## config.mk

```make
export PLATFORM = sky130hd
export DESIGN_NAME = seg_scan_ctrl
export DESIGN_NICKNAME = d
export VERILOG_FILES = /design/src/rtl/seg_pkg.sv /design/src/rtl/seg_tick_gen.sv /design/src/rtl/seg_scan_ctrl.sv
export SDC_FILE = /design/constraint.sdc
export NUM_CORES = 1
export LEC_CHECK = 0
export BUFFER_PORTS_ARGS = -buffer_cell sky130_fd_sc_hd__clkbuf_2
export CORE_MARGIN = 2
export CORE_UTILIZATION = 40
export DETAILED_ROUTE_END_ITERATION = 6
export GPL_TIMING_DRIVEN = 0
export PLACE_DENSITY = 0.74
export SYNTH_ARGS = -nofsm -noshare
export SYNTH_HDL_FRONTEND = slang
export SYNTH_HIERARCHICAL = 1
export SYNTH_SLANG_ARGS = --single-unit
```

## constraint.sdc

```tcl
create_clock -name clk -period 5.3 [get_ports clk]
set_input_delay 1.59 -clock clk [delete_from_list [all_inputs] [get_ports clk]]
set_output_delay 1.59 -clock clk [all_outputs]
set_load 0.01 [all_outputs]
```

## src/rtl/seg_pkg.sv

```systemverilog
// seg_pkg: shared constants and digit helpers for the segment scan controller
package seg_pkg;
  localparam int DIGITS = 8;
  localparam int NIBBLE_W = 4;
  localparam logic [7:0] AN_OFF = 8'hFF;
  localparam int SEL_W = $clog2(DIGITS);
  // Digit 0 lives in the most significant nibble.
  function automatic logic [NIBBLE_W-1:0] nibble(input logic [DIGITS*NIBBLE_W-1:0] b, input logic [SEL_W-1:0] s);
    return b[(DIGITS-1-int'(s))*NIBBLE_W +: NIBBLE_W];
  endfunction
  function automatic logic [DIGITS-1:0] an_of(input logic [SEL_W-1:0] s);
    return ~(DIGITS'(1) << s);
  endfunction
endpackage

```

## src/rtl/seg_tick_gen.sv

```systemverilog
// seg_tick_gen: scan prescaler, one tick every DIV enabled cycles
module seg_tick_gen #(
  parameter int DIV = 50000
) (
  input  logic clk,
  input  logic rst,
  input  logic en,
  output logic tick
);
  localparam int W = $clog2(DIV);
  logic [W-1:0] cnt_q, cnt_d;
  assign tick = en && (cnt_q == W'(DIV-1));
  always_comb cnt_d = (!en || tick) ? '0 : cnt_q + 1'b1;
  always_ff @(posedge clk) cnt_q <= rst ? '0 : cnt_d;
endmodule

```

## src/rtl/seg_scan_ctrl.sv

```systemverilog
// seg_scan_ctrl: multiplexed 8-digit scan with frame-aligned round-robin buffer updates
module seg_scan_ctrl
  import seg_pkg::*;
#(
  parameter int DIV = 50000
) (
  input  logic        clk,
  input  logic        rst,
  input  logic        en,
  input  logic        req_a,
  input  logic [31:0] data_a,
  input  logic        req_b,
  input  logic [31:0] data_b,
  input  logic [2:0]  num_cfg,
  output logic        gnt_a,
  output logic        gnt_b,
  output logic [7:0]  an,
  output logic [3:0]  mout
);
  logic tick, bnd, ga, gb;
  logic [SEL_W-1:0] sel_q, sel_d, last_q, last_d;
  logic [31:0] buf_q, buf_d;
  logic [NIBBLE_W-1:0] mout_q, mout_d;
  logic [7:0] an_q, an_d;
  logic gnt_a_q, gnt_b_q, lastb_q, lastb_d;
  seg_tick_gen #(.DIV(DIV)) u_tick (.clk(clk), .rst(rst), .en(en), .tick(tick));
  // A request still high during its own grant pulse is already served.
  always_comb begin
    bnd = !en || (tick && sel_q == last_q);
    ga = bnd && req_a && !gnt_a_q && (!(req_b && !gnt_b_q) || lastb_q);
    gb = bnd && req_b && !gnt_b_q && !ga;
    sel_d = !en ? '0 : tick ? ((sel_q < last_q) ? sel_q + 1'b1 : '0) : sel_q;
    an_d = !en ? AN_OFF : tick ? an_of(sel_q) : an_q;
    mout_d = tick ? nibble(buf_q, sel_q) : mout_q;
    buf_d = ga ? data_a : gb ? data_b : buf_q;
    last_d = bnd ? num_cfg : last_q;
    lastb_d = ga ? 1'b0 : gb ? 1'b1 : lastb_q;
  end
  always_ff @(posedge clk) begin
    if (rst) begin
      sel_q <= '0;
      last_q <= '0;
      buf_q <= '0;
      mout_q <= '0;
      an_q <= AN_OFF;
      gnt_a_q <= 1'b0;
      gnt_b_q <= 1'b0;
      lastb_q <= 1'b1;
    end else begin
      sel_q <= sel_d;
      last_q <= last_d;
      buf_q <= buf_d;
      mout_q <= mout_d;
      an_q <= an_d;
      gnt_a_q <= ga;
      gnt_b_q <= gb;
      lastb_q <= lastb_d;
    end
  end
  assign gnt_a = gnt_a_q;
  assign gnt_b = gnt_b_q;
  assign an = an_q;
  assign mout = mout_q;
endmodule

```

==> summary.md, run 1 <==
| Metric | Value |
|---|---|
| Peak supply drop | roughly 120 uV |
| Fill cells | 734 |
| Register Area | 0.00138 mm2 |
| Post-synth EDFFs | 0 |
| Cell variety after synth | 40 |
| Share of cells above drive strength 1 | between 30% and 40% |
| GRT overflow | 0 |
| Commonest non-fill, non-tap cell in the layout | clkbuf_2 |
| Startpoint Class | input port |
| Highest-delay cell along the critical path | a211oi_2 |
| CP required | 5.53 ns |
| Mean routed wirelength per cell | 14.0 um |
| Antenna-violating nets left | 0 |
| Synth top area cells | dfxtp_1, o221a_2, mux4_2 |
| Final wirelength | 7720 um |
| H-tree depth | 3 |
| Cell taking the most area after synthesis | dfxtp_1 |
| Status | completed |
| Worst-path fanout max | 10 |
| Post-CTS sizing | 0 |
| Critical Path Start | en |
| # Max-Cap Violations | 0 |
| Commonest cells after routing, fill and taps aside | clkbuf_2, dfxtp_1, inv_1, nor2_1, a21oi_1 |
| DRC | 0 |
| Worst slew pin tran | 0.528 ns |
| Final setup violating endpoints | 0 |
| Chip width | around 94 um |
| Met2 usage | 30.5% |
| Critical path's largest stage delay | approximately 0.44 ns |
| Port Buf Inserts | 85 |
| Design area | between 0.004 and 0.005 mm2 |
| Post-Syn Area | 0.00325 mm2 |
| Fmax | approximately 340 MHz |
| GRT Total Usage | 18.1% |
| Final nets | 527 |
| CTS root buffer | clkbuf_8 |
| Area added between synthesis and finish | 23.5% |
| Via count | 2,813 |
| Met3 usage | under 10% |
| Final setup TNS | 0 ns |
| Synth Register Bits | 69 |
| I/O pins | 86 |
| Share of the synthesized area in the top cell type | 42.5% |
| Arr. time, crit path | 3.17 ns |
| Warnings, synthesis | 6 |
| Post-CTS Hold Buffers | 0 |
| Layout Cells excl Fill | 552 |
| Global-route wire length before repair | 12,500 um |
| First-pass iteration count of the detailed router | 4 |
| DP Area | 0.00380 mm2 |
| Crit. End Element | flop |
| Clock slew at reported path FFs | 0.07 ns |
| RSZ-0062 raised after global routing | false |
| PD cells | 281 mW/mm2 |
| Period utilization | 55.4% |
| Core area | 0.00781 mm2 |
| Die height | 94.1 um |
| Worst r2r src | u_tick/cnt_q[11] |
| Top_reg_cell synth | dfxtp_1 |
| Via/cell ratio | 5.10 |
| Initial Utilization | 41.6% |
| Initial antenna violation count | 0 |
| LEAKAGE | around 1.7 nW |
| Setup CP Type | input port to flop |
| Fin crit period | 2.94 ns |
| Area occupied by multi-input gates | 0.00161 mm2 |
| Max Slew Vio Count | 0 |
| Async set or reset register ratio after synthesis | 0% |
| Row cnt | 32 |
| Sequential area share after synthesis | 42.5% |
| DP Wirelength | approximately 6000 um |
| Detailed Route Iter0 Violations | between 70 and 80 |
| Net Count, Synth | about 430 |
| Critical path cell sequence | clkbuf_2 -> and2_1 -> nand4_1 -> a211oi_2 -> buf_4 -> a21oi_1 -> o221a_2 |
| Final Wtd Congestion | 0.827 |
| # Post-CTS Setup Buffers | 0 |
| Clk sink count | 69 |
| Hold WS | around 0.47 ns |
| M1 GR Usage | between 20% and 30% |
| N_diodes | 0 |
| CTS tree | yes |
| Mapped Avg Cell Area | 9.31 um2 |
| Final hold violations | 0 |
| Vias in the first global route | 2,715 |
| Area of the die | 0.00886 mm2 |
| Hold_sp | u_tick/cnt_q[0] |
| Setup WS post-layout | roughly 2.4 ns |
| Placed Cells | 536 |
| Worst skew pair latency | 0.35 ns |
| Synth Instances | around 350 |
| Pin count of the biggest net entering global routing | 12 |
| CTS Buf Count | 9 |
| Global route hottest layer | met2 |
| Worst hold path type | flop to flop |
| Clock Path Buffers | 2 |
| Post-place setup slack | 2.00 ns |
| Worst Skew | 0.00717 ns |
| Max-Slew Margin vs Limit | 64.8% |
## power breakdown
group / switching, mW / internal (mW)
Combinational: 0.0564 / 0.0651
Clock: 0.193 / 0.255
Sequential: 0.0156 / 0.543
Total: 0.265 / 0.863
## cell usage after synthesis (6+ instances only)
| cell type | instances |
|---|---|
| ha_1 | 10 |
| xnor2_1 | 12 |
| inv_1 | 40 |
| buf_2 | 7 |
| clkbuf_1 | 6 |
| a21oi_1 | 30 |
| o221a_2 | 28 |
| mux4_2 | 8 |
| nand3_1 | 8 |
| nor2_1 | 35 |
| nand2_1 | 21 |
| nor3_1 | 7 |
| dfxtp_1 | 69 |
| o21ai_0 | 10 |
## metal layers
layer  vias up  share of wire, %
li1       1442                 -
met1      1283                44
met2        74                48
met3        14               5.4
met4         0               2.3
met5         -                 0
## registers in the layout, summed over array words and instances (netlist names)
signal        flops
buf_q            32
u_tick/cnt_q     16
an                8
mout              4
last_q            3
sel_q             3
gnt_a             1
gnt_b             1
lastb_q           1
## layout make-up
cell class	count	share of cell area, %
tap	102	3.18
inverter	40	3.74
sequential	69	34.4
multi-input combinational	219	40.0
buffer	21	2.84
clock buffer	13	4.21
timing repair buffer	85	10.6
clock inverter	3	1.06
## cells by family (layout without fill, tap and decap cells)
| family | count (synthesis) | count (layout) | synth area share, % |
|---|---|---|---|
| mux | 11 | 11 | 6.47 |
| compound gates | 88 | 88 | 21.1 |
| buf+inv | 61 | 162 | 8.12 |
| flops | 69 | 69 | 42.5 |
| fa+ha+maj | 10 | 10 | 3.85 |
| simple gates | 96 | 96 | 14.2 |
| xor+xnor | 14 | 14 | 3.77 |
## critical path: cells and delay by family
kind                   cells  cell delay (ns)
AND/OR/NAND/NOR            2             0.48
AO/OA/AOI/OAI              3             0.67
buffers and inverters      2             0.43
## final timing paths
check	to	slack [ns]	cells past startpoint
worst max-delay path	buf_q[20]	2.36	7
worst min-delay path	u_tick/cnt_q[0]	0.47	1
worst max register to register	buf_q[20]	2.53	8
worst min register to register	u_tick/cnt_q[0]	0.47	1
## stage by stage
stage               util (%)  total power, mW
floorplan                  -            0.641
CTS                     51.4             1.13
finish                  51.4             1.13
global placement        48.7            0.688
global route            51.4             1.17
detailed placement      48.7            0.692
No activity file was read; power rests on OpenSTA's default activity.
==> run 2: changes to the inputs <==
ABC_AREA = 1   (was unset)
PLACE_DENSITY = 0.75   (was 0.74)
clock period = 2.68 ns   (was 5.3 ns; I/O delays follow)
==> run 2 against run 1 <==
Against the previous run:
- synthesized area up 20%
- largest power group unchanged
- routed wire length increased by 26%
- via count rose by 39%
- global-route usage rose by 1.3 points
- final area grew 18%
==> summary.md, run 2 <==
| Metric | Value |
|---|---|
| Status | completed |
| Largest register FFs | 32 |
| Die height | 103 um |
| CTS Buf Count | 9 |
| FF-to-FF path depth | 12 |
| Via count | roughly 3,900 |
| Clock Path Buffers | 2 |
| I/O pins | between 80 and 90 |
| Initial antenna violation count | 0 |
| Commonest non-fill, non-tap cell in the layout | nand3_1 |
| # Max-Cap Violations | 0 |
| PD cells | 495 mW/mm2 |
| Arr. time, crit path | 2.57 ns |
| Net Sw Power | 0.602 mW |
| Core area | a little under 0.01 mm2 |
| Pwr Total | 2.34 mW |
| Crit. End Element | flop |
| GRT overflow | 0 |
| CP required | between 2 and 3 ns |
| FF-to-FF End | buf_q[14] |
| Row cnt | 36 |
| Final setup TNS | 0 ns |
| Post-CTS Hold Buffers | 0 |
| Critical path's largest stage delay | 0.39 ns |
| Area added between synthesis and finish | 20.8% |
| Synth Instances | 590 |
| Hold Crit Depth | 2 |
| Async set or reset register ratio after synthesis | 0% |
| Switching Fraction | 25.7% |
| RSZ-0062 raised after global routing | false |
| Hold endpoint | last_q[1] |
| Share of cells above drive strength 1 | about a fifth |
| WL met1 | 4250 um |
| Global-route wire length before repair | approximately 16,000 um |
| Pin count of the biggest net entering global routing | 13 |
| Register name with the most flops | buf_q |
| Worst Skew | roughly 0.0073 ns |
| Count leader, synth | nand3_1 |
| DRC | 0 |
| Met3 wire length | ~470 um |
| Period utilization | roughly 88% |
| Initial Utilization | around two fifths |
| Commonest cells after routing, fill and taps aside | nand3_1, inv_1, nand2_1, clkbuf_2, nor2_1 |
| Final nets | 768 |
| Clock network fraction of total power | between 40% and 50% |
| Final Wtd Congestion | 0.877 |
| Port Buf Inserts | between 80 and 90 |
| Reg power frac | 46.4% |
| Mean routed wirelength per cell | 11.8 um |
| Share of the synthesized area in the top cell type | 35.3% |
| Post-Syn Area | between 0.003 and 0.004 mm2 |
| # Post-CTS Setup Buffers | 0 |
| Fmax | 426 MHz |
| Vias in the first global route | around 3,800 |
| DP Wirelength | roughly 7700 um |
| Setup WS post-layout | 0.332 ns |
| Final wirelength | 9720 um |
| Worst hold path type | flop to flop |
| Placed Cells | around 810 |
| Detailed Route Iter0 Violations | 182 |
| Net Count, Synth | 672 |
| Top cells by count, synth | nand3_1, inv_1, nand2_1 |
| Clock slew at reported path FFs | 0.08 ns |
| Top_reg_cell synth | dfxtp_1 |
| Post-CTS sizing | 0 |
| Fin crit period | 2.35 ns |
| Setup CP Type | flop to flop |
| Worst skew pair latency | between 0.3 and 0.4 ns |
| Worst-path fanout max | 10 |
| Reg2Reg Setup Slack | roughly 0.33 ns |
| Final hold violations | 0 |
| Max-Slew Margin vs Limit | between 60 and 70% |
| H-tree depth | 3 |
| Layout Cells excl Fill | 824 |
| Synth top area cells | dfxtp_1, nand3_1, inv_1 |
| Clk sink count | 69 |
| Chip width | a little over 100 um |
| Area of the die | 0.0106 mm2 |
| Internal Pwr Total | 1.74 mW |
| Critical path cell sequence | ha_1 -> nand3_2 -> nor2_2 -> nand3_2 -> nor2_1 -> buf_6 -> nand2_4 -> o21ai_2 -> buf_2 -> nand3_1 -> nand3_1 -> a21oi_1 |
| Startpoint Class | flop |
| Warnings, synthesis | 6 |
| Max Slew Vio Count | 0 |
| Peak supply drop | 208 uV |
| N_diodes | 0 |
| Antenna-violating nets left | 0 |
| Cell taking the most area after synthesis | dfxtp_1 |
| Worst slew pin tran | 0.521 ns |
| CTS tree | yes |
| Worst r2r src | u_tick/cnt_q[0] |
| Final setup violating endpoints | 0 |
| Highest-delay cell along the critical path | dfxtp_1 |
| Highest routed layer | met4 |
| First-pass iteration count of the detailed router | 5 |
| Synth Register Bits | 69 |
| Cell variety after synth | 30 |
| Gate power share | 13.1% |
| Post-synth EDFFs | 0 |
| GRT Total Usage | about a fifth |
| Via/cell ratio | 4.75 |
| CTS root buffer | clkbuf_8 |
| LEAKAGE | roughly 2.2 nW |
| Mapped Avg Cell Area | between 6 and 7 um2 |
| Fill cells | 1,000 |
| Met2 routed wirelength | 4810 um |
| Hold_sp | last_q[1] |
| Sequential area share after synthesis | between 30% and 40% |
| Post-place setup slack | around 0.34 ns |
[run 2: cell types whose count changed in the layout (fill, tap and decap cells not counted), moves of 6 or more]
cell,change
inv_1,+54
xnor2_1,-9
o21ai_0,+19
nand3_1,+100
o221a_2,-28
mux4_2,-8
a21oi_1,+12
nor2_1,+38
nand2_1,+68
buf_2,+6
nor2_2,+8
[run 2: kinds of logic after synthesis]
kind of cell,Yosys count,share of synthesized area [%]
compound gates,80,11.0
xor+xnor,6,1.34
fa+ha+maj,10,3.20
buf+inv,130,14.5
flops,69,35.3
simple gates,295,34.7
[run 2: how the worst max path moves through the flow]
stage,startpoint,slack [ns],endpoint,depth (start not counted)
finish,u_tick/cnt_q[0],0.33,buf_q[14],12
detailed placement,u_tick/cnt_q[0],0.34,buf_q[13],12
CTS,u_tick/cnt_q[0],0.32,buf_q[13],12
global route,u_tick/cnt_q[0],0.11,buf_q[12],12
global placement,en,0.42,buf_q[18],10
floorplan,u_tick/cnt_q[0],0.67,buf_q[30],14
[run 2: area by class of cell]
| type | instances | area (um2) | area share, % |
|---|---|---|---|
| Tap cell | 133 | 166 | 3.52 |
| Buffer | 31 | 194 | 4.10 |
| Clock inverter | 6 | 86.3 | 1.83 |
| Inverter | 99 | 372 | 7.86 |
| Sequential cell | 69 | 1380 | 29.2 |
| Timing Repair Buffer | 85 | 425 | 8.99 |
| Clock buffer | 10 | 138 | 2.91 |
| Multi-Input combinational cell | 391 | 1970 | 41.6 |
[run 2: critical path, delay by kind of cell, from the launching register on]
family | cells | cell delay, ns
adders and majority gates | 1 | 0.25
AOI/OAI and AO/OA | 2 | 0.29
DFF | 1 | 0.39
and+or+nand+nor | 7 | 0.86
buffers and inverters | 2 | 0.43
[run 2: power by group through the flow]
stage	Sequential (mW)	Clock, mW	Combinational (mW)
after floorplan	1.10	0	0.202
after global placement	1.11	0	0.296
after detailed placement	1.11	0	0.306
after CTS	1.09	0.958	0.308
after global routing	1.09	1.00	0.348
final	1.09	0.949	0.306
[run 2: stage by stage]
| step | util, % | cell area (um2) | hold WS (ns) |
|---|---|---|---|
| 2_1_floorplan | - | 3910 | 0.433 |
| 3_3_place_gp | 46.7 | 4510 | 0.443 |
| 3_5_place_dp | 46.7 | 4510 | 0.453 |
| 4_1_cts | 49.1 | 4730 | 0.463 |
| 5_1_grt | 49.1 | 4730 | 0.499 |
| 6_report | 49.1 | 4730 | 0.464 |
[run 2: routing by layer]
layer	track usage (%)	vias up
li1	-	2053
met1	22.9	1748
met2	34.5	95
met3	4.20	19
met4	7.59	0
met5	0	-
==> run 3: changes to the inputs <==
--- a/config.mk
+++ b/config.mk
@@ -10,6 +10,6 @@
 export CORE_MARGIN = 2
-export CORE_UTILIZATION = 40
+export CORE_UTILIZATION = 49
 export DETAILED_ROUTE_END_ITERATION = 6
 export GPL_TIMING_DRIVEN = 0
-export PLACE_DENSITY = 0.75
+export PLACE_DENSITY = 0.87
 export SYNTH_ARGS = -nofsm -noshare
==> constraint.sdc (replaced) <==
create_clock -name clk -period 2.68 [get_ports clk]
set_input_delay 0.134 -clock clk [delete_from_list [all_inputs] [get_ports clk]]
set_output_delay 0.134 -clock clk [all_outputs]
set_load 0.01 [all_outputs]
==> run 3 against run 2 <==
Against the previous run:
- combinational power about the same
- routed wire length decreased by 1.8%
- global-route usage increased by 3.4 points
- worst setup slack improved by 0.035 ns
- largest power group unchanged
==> summary.md, run 3 (same netlist as run 2, synthesis figures left out) <==
| Metric | Value |
|---|---|
| Status | completed |
| Reg power frac | 45.8% |
| Die height | 93.4 um |
| Port Buf Inserts | 85 |
| Peak supply drop | 264 uV |
| Clock slew at reported path FFs | approximately 0.070 ns |
| Final Wtd Congestion | 0.855 |
| Area added between synthesis and finish | 20.1% |
| Worst Path Buf+Inv | 4 |
| Max-Slew Margin vs Limit | about 67% |
| Worst hold path type | input port to flop |
| DP Wirelength | 7440 um |
| Global-route wire length before repair | ~16,000 um |
| Fin crit period | roughly 2.3 ns |
| PD cells | between 500 and 600 mW/mm2 |
| Antenna-violating nets left | 0 |
| Worst-path fanout max | 12 |
| Critical path cell sequence | inv_1 -> clkbuf_1 -> ha_1 -> nand2_4 -> nor2_8 -> nor2_8 -> nor2_4 -> inv_2 -> buf_2 -> nand3_1 -> a21oi_1 |
| Clk sink count | 69 |
| CP required | a little under 3 ns |
| Internal Pwr Total | around 1.8 mW |
| Register name with the most flops | buf_q |
| Highest-delay cell along the critical path | dfxtp_1 |
| GRT Total Usage | 22.9% |
| Mean routed wirelength per cell | between 10 and 15 um |
| Worst Skew | 0.0122 ns |
| Core area | 0.00773 mm2 |
| Final setup TNS | 0 ns |
| Initial antenna violation count | 0 |
| Fin util | 60.8% |
| Arr. time, crit path | 2.58 ns |
| CTS tree | yes |
| N_diodes | 0 |
| Pin count of the biggest net entering global routing | 13 |
| I/O pins | 86 |
| Clock Path Buffers | 2 |
| Row cnt | 32 |
| Hold WS | 0.0486 ns |
| Commonest cells after routing, fill and taps aside | nand3_1, inv_1, nand2_1, clkbuf_2, nor2_1 |
| Crit. End Element | flop |
| Detailed Route Iter0 Violations | roughly 170 |
| Pwr Total | roughly 2.4 mW |
| Via/cell ratio | between 5 and 6 |
| GRT overflow | 0 |
| CTS Buf Count | 9 |
| Switching Fraction | 24.6% |
| Post-CTS Hold Buffers | 0 |
| Chip width | 93.4 um |
| Worst skew pair latency | about 0.35 ns |
| Max Slew Vio Count | 0 |
| # Max-Cap Violations | 0 |
| Fmax | 432 MHz |
| Largest register FFs | 32 |
| DRC | 0 |
| Worst slew pin tran | 0.497 ns |
| Net Sw Power | 0.583 mW |
| Share of cells above drive strength 1 | 20.9% |
| Final nets | 768 |
| CP most frequent cell | nor2_8 |
| Period utilization | 86.3% |
| CTS root buffer | clkbuf_8 |
| Final setup violating endpoints | 0 |
| Vias in the first global route | 3,757 |
| Area of the die | 0.00872 mm2 |
| Startpoint Class | flop |
| Crit-path leading delay family | buffers and inverters |
| Final hold violations | 0 |
| Clock network fraction of total power | 41.3% |
| # Post-CTS Setup Buffers | 0 |
| Via count | 4,021 |
| Final wirelength | 9540 um |
| Critical path's largest stage delay | 0.55 ns |
| Setup CP Type | flop to flop |
| RSZ-0062 raised after global routing | false |
| H-tree depth | 3 |
| Initial Utilization | 50.6% |
| LEAKAGE | 2.21 nW |
| Gate power share | 12.9% |
| Post-CTS sizing | 0 |
| First-pass iteration count of the detailed router | 5 |
| Commonest non-fill, non-tap cell in the layout | nand3_1 |
-- run 3: cell types whose count changed in the layout (fill, tap and decap cells not counted), sizes merged --
cell and delta:
clkbuf +2, clkinv -3
-- run 3: final timing paths --
| kind | depth (start not counted) | startpoint | end | slack [ns] |
|---|---|---|---|---|
| min | 3 | num_cfg[0] | last_q[0] | 0.05 |
| min reg2reg | 2 | last_q[2] | last_q[2] | 0.47 |
| max | 11 | sel_q[0] | buf_q[31] | 0.37 |
| max reg2reg | 11 | sel_q[0] | buf_q[31] | 0.37 |
-- run 3: worst reg2reg max path: cells and delay by family, from the launching register on --
kind,cells,cell delay [ns]
buffers and inverters,4,0.65
flip-flops,1,0.55
AND/OR/NAND/NOR,5,0.47
adder cells (fa/ha/maj),1,0.40
AO/OA/AOI/OAI,1,0.16
-- run 3: power groups by stage --
stage	Sequential, mW	Combinational (mW)	Clock [mW]
final	1.09	0.305	0.979
after global routing	1.09	0.344	1.03
after CTS	1.09	0.305	0.990
after detailed placement	1.11	0.304	0
after global placement	1.11	0.292	0
after floorplan	1.10	0.202	0
-- run 3: stage by stage --
| stage | instances | setup WS (ns) | cell area (um2) |
|---|---|---|---|
| floorplan | 590 | 0.668 | 3910 |
| global placement | 777 | 0.452 | 4470 |
| finish | 792 | 0.367 | 4700 |
| global route | 792 | 0.150 | 4700 |
| detailed placement | 777 | 0.388 | 4470 |
| CTS | 792 | 0.367 | 4700 |
-- run 3: layer usage --
metal | wire length (um) | global-route usage [%]
met1 | 4050 | 27.6
met3 | 523 | 4.67
met5 | 0 | 0
met4 | 150 | 8.70
met2 | 4820 | 40.0
-- run 3: area by class of cell --
type	instances	area [um2]
Timing Repair Buffer	85	425
Buffer	31	194
Clock buffer	12	165
Inverter	99	372
Sequential cell	69	1380
Clock inverter	3	67.6
Multi-Input combinational cell	391	1970
Fill cell	709	3030
Tap cell	102	128
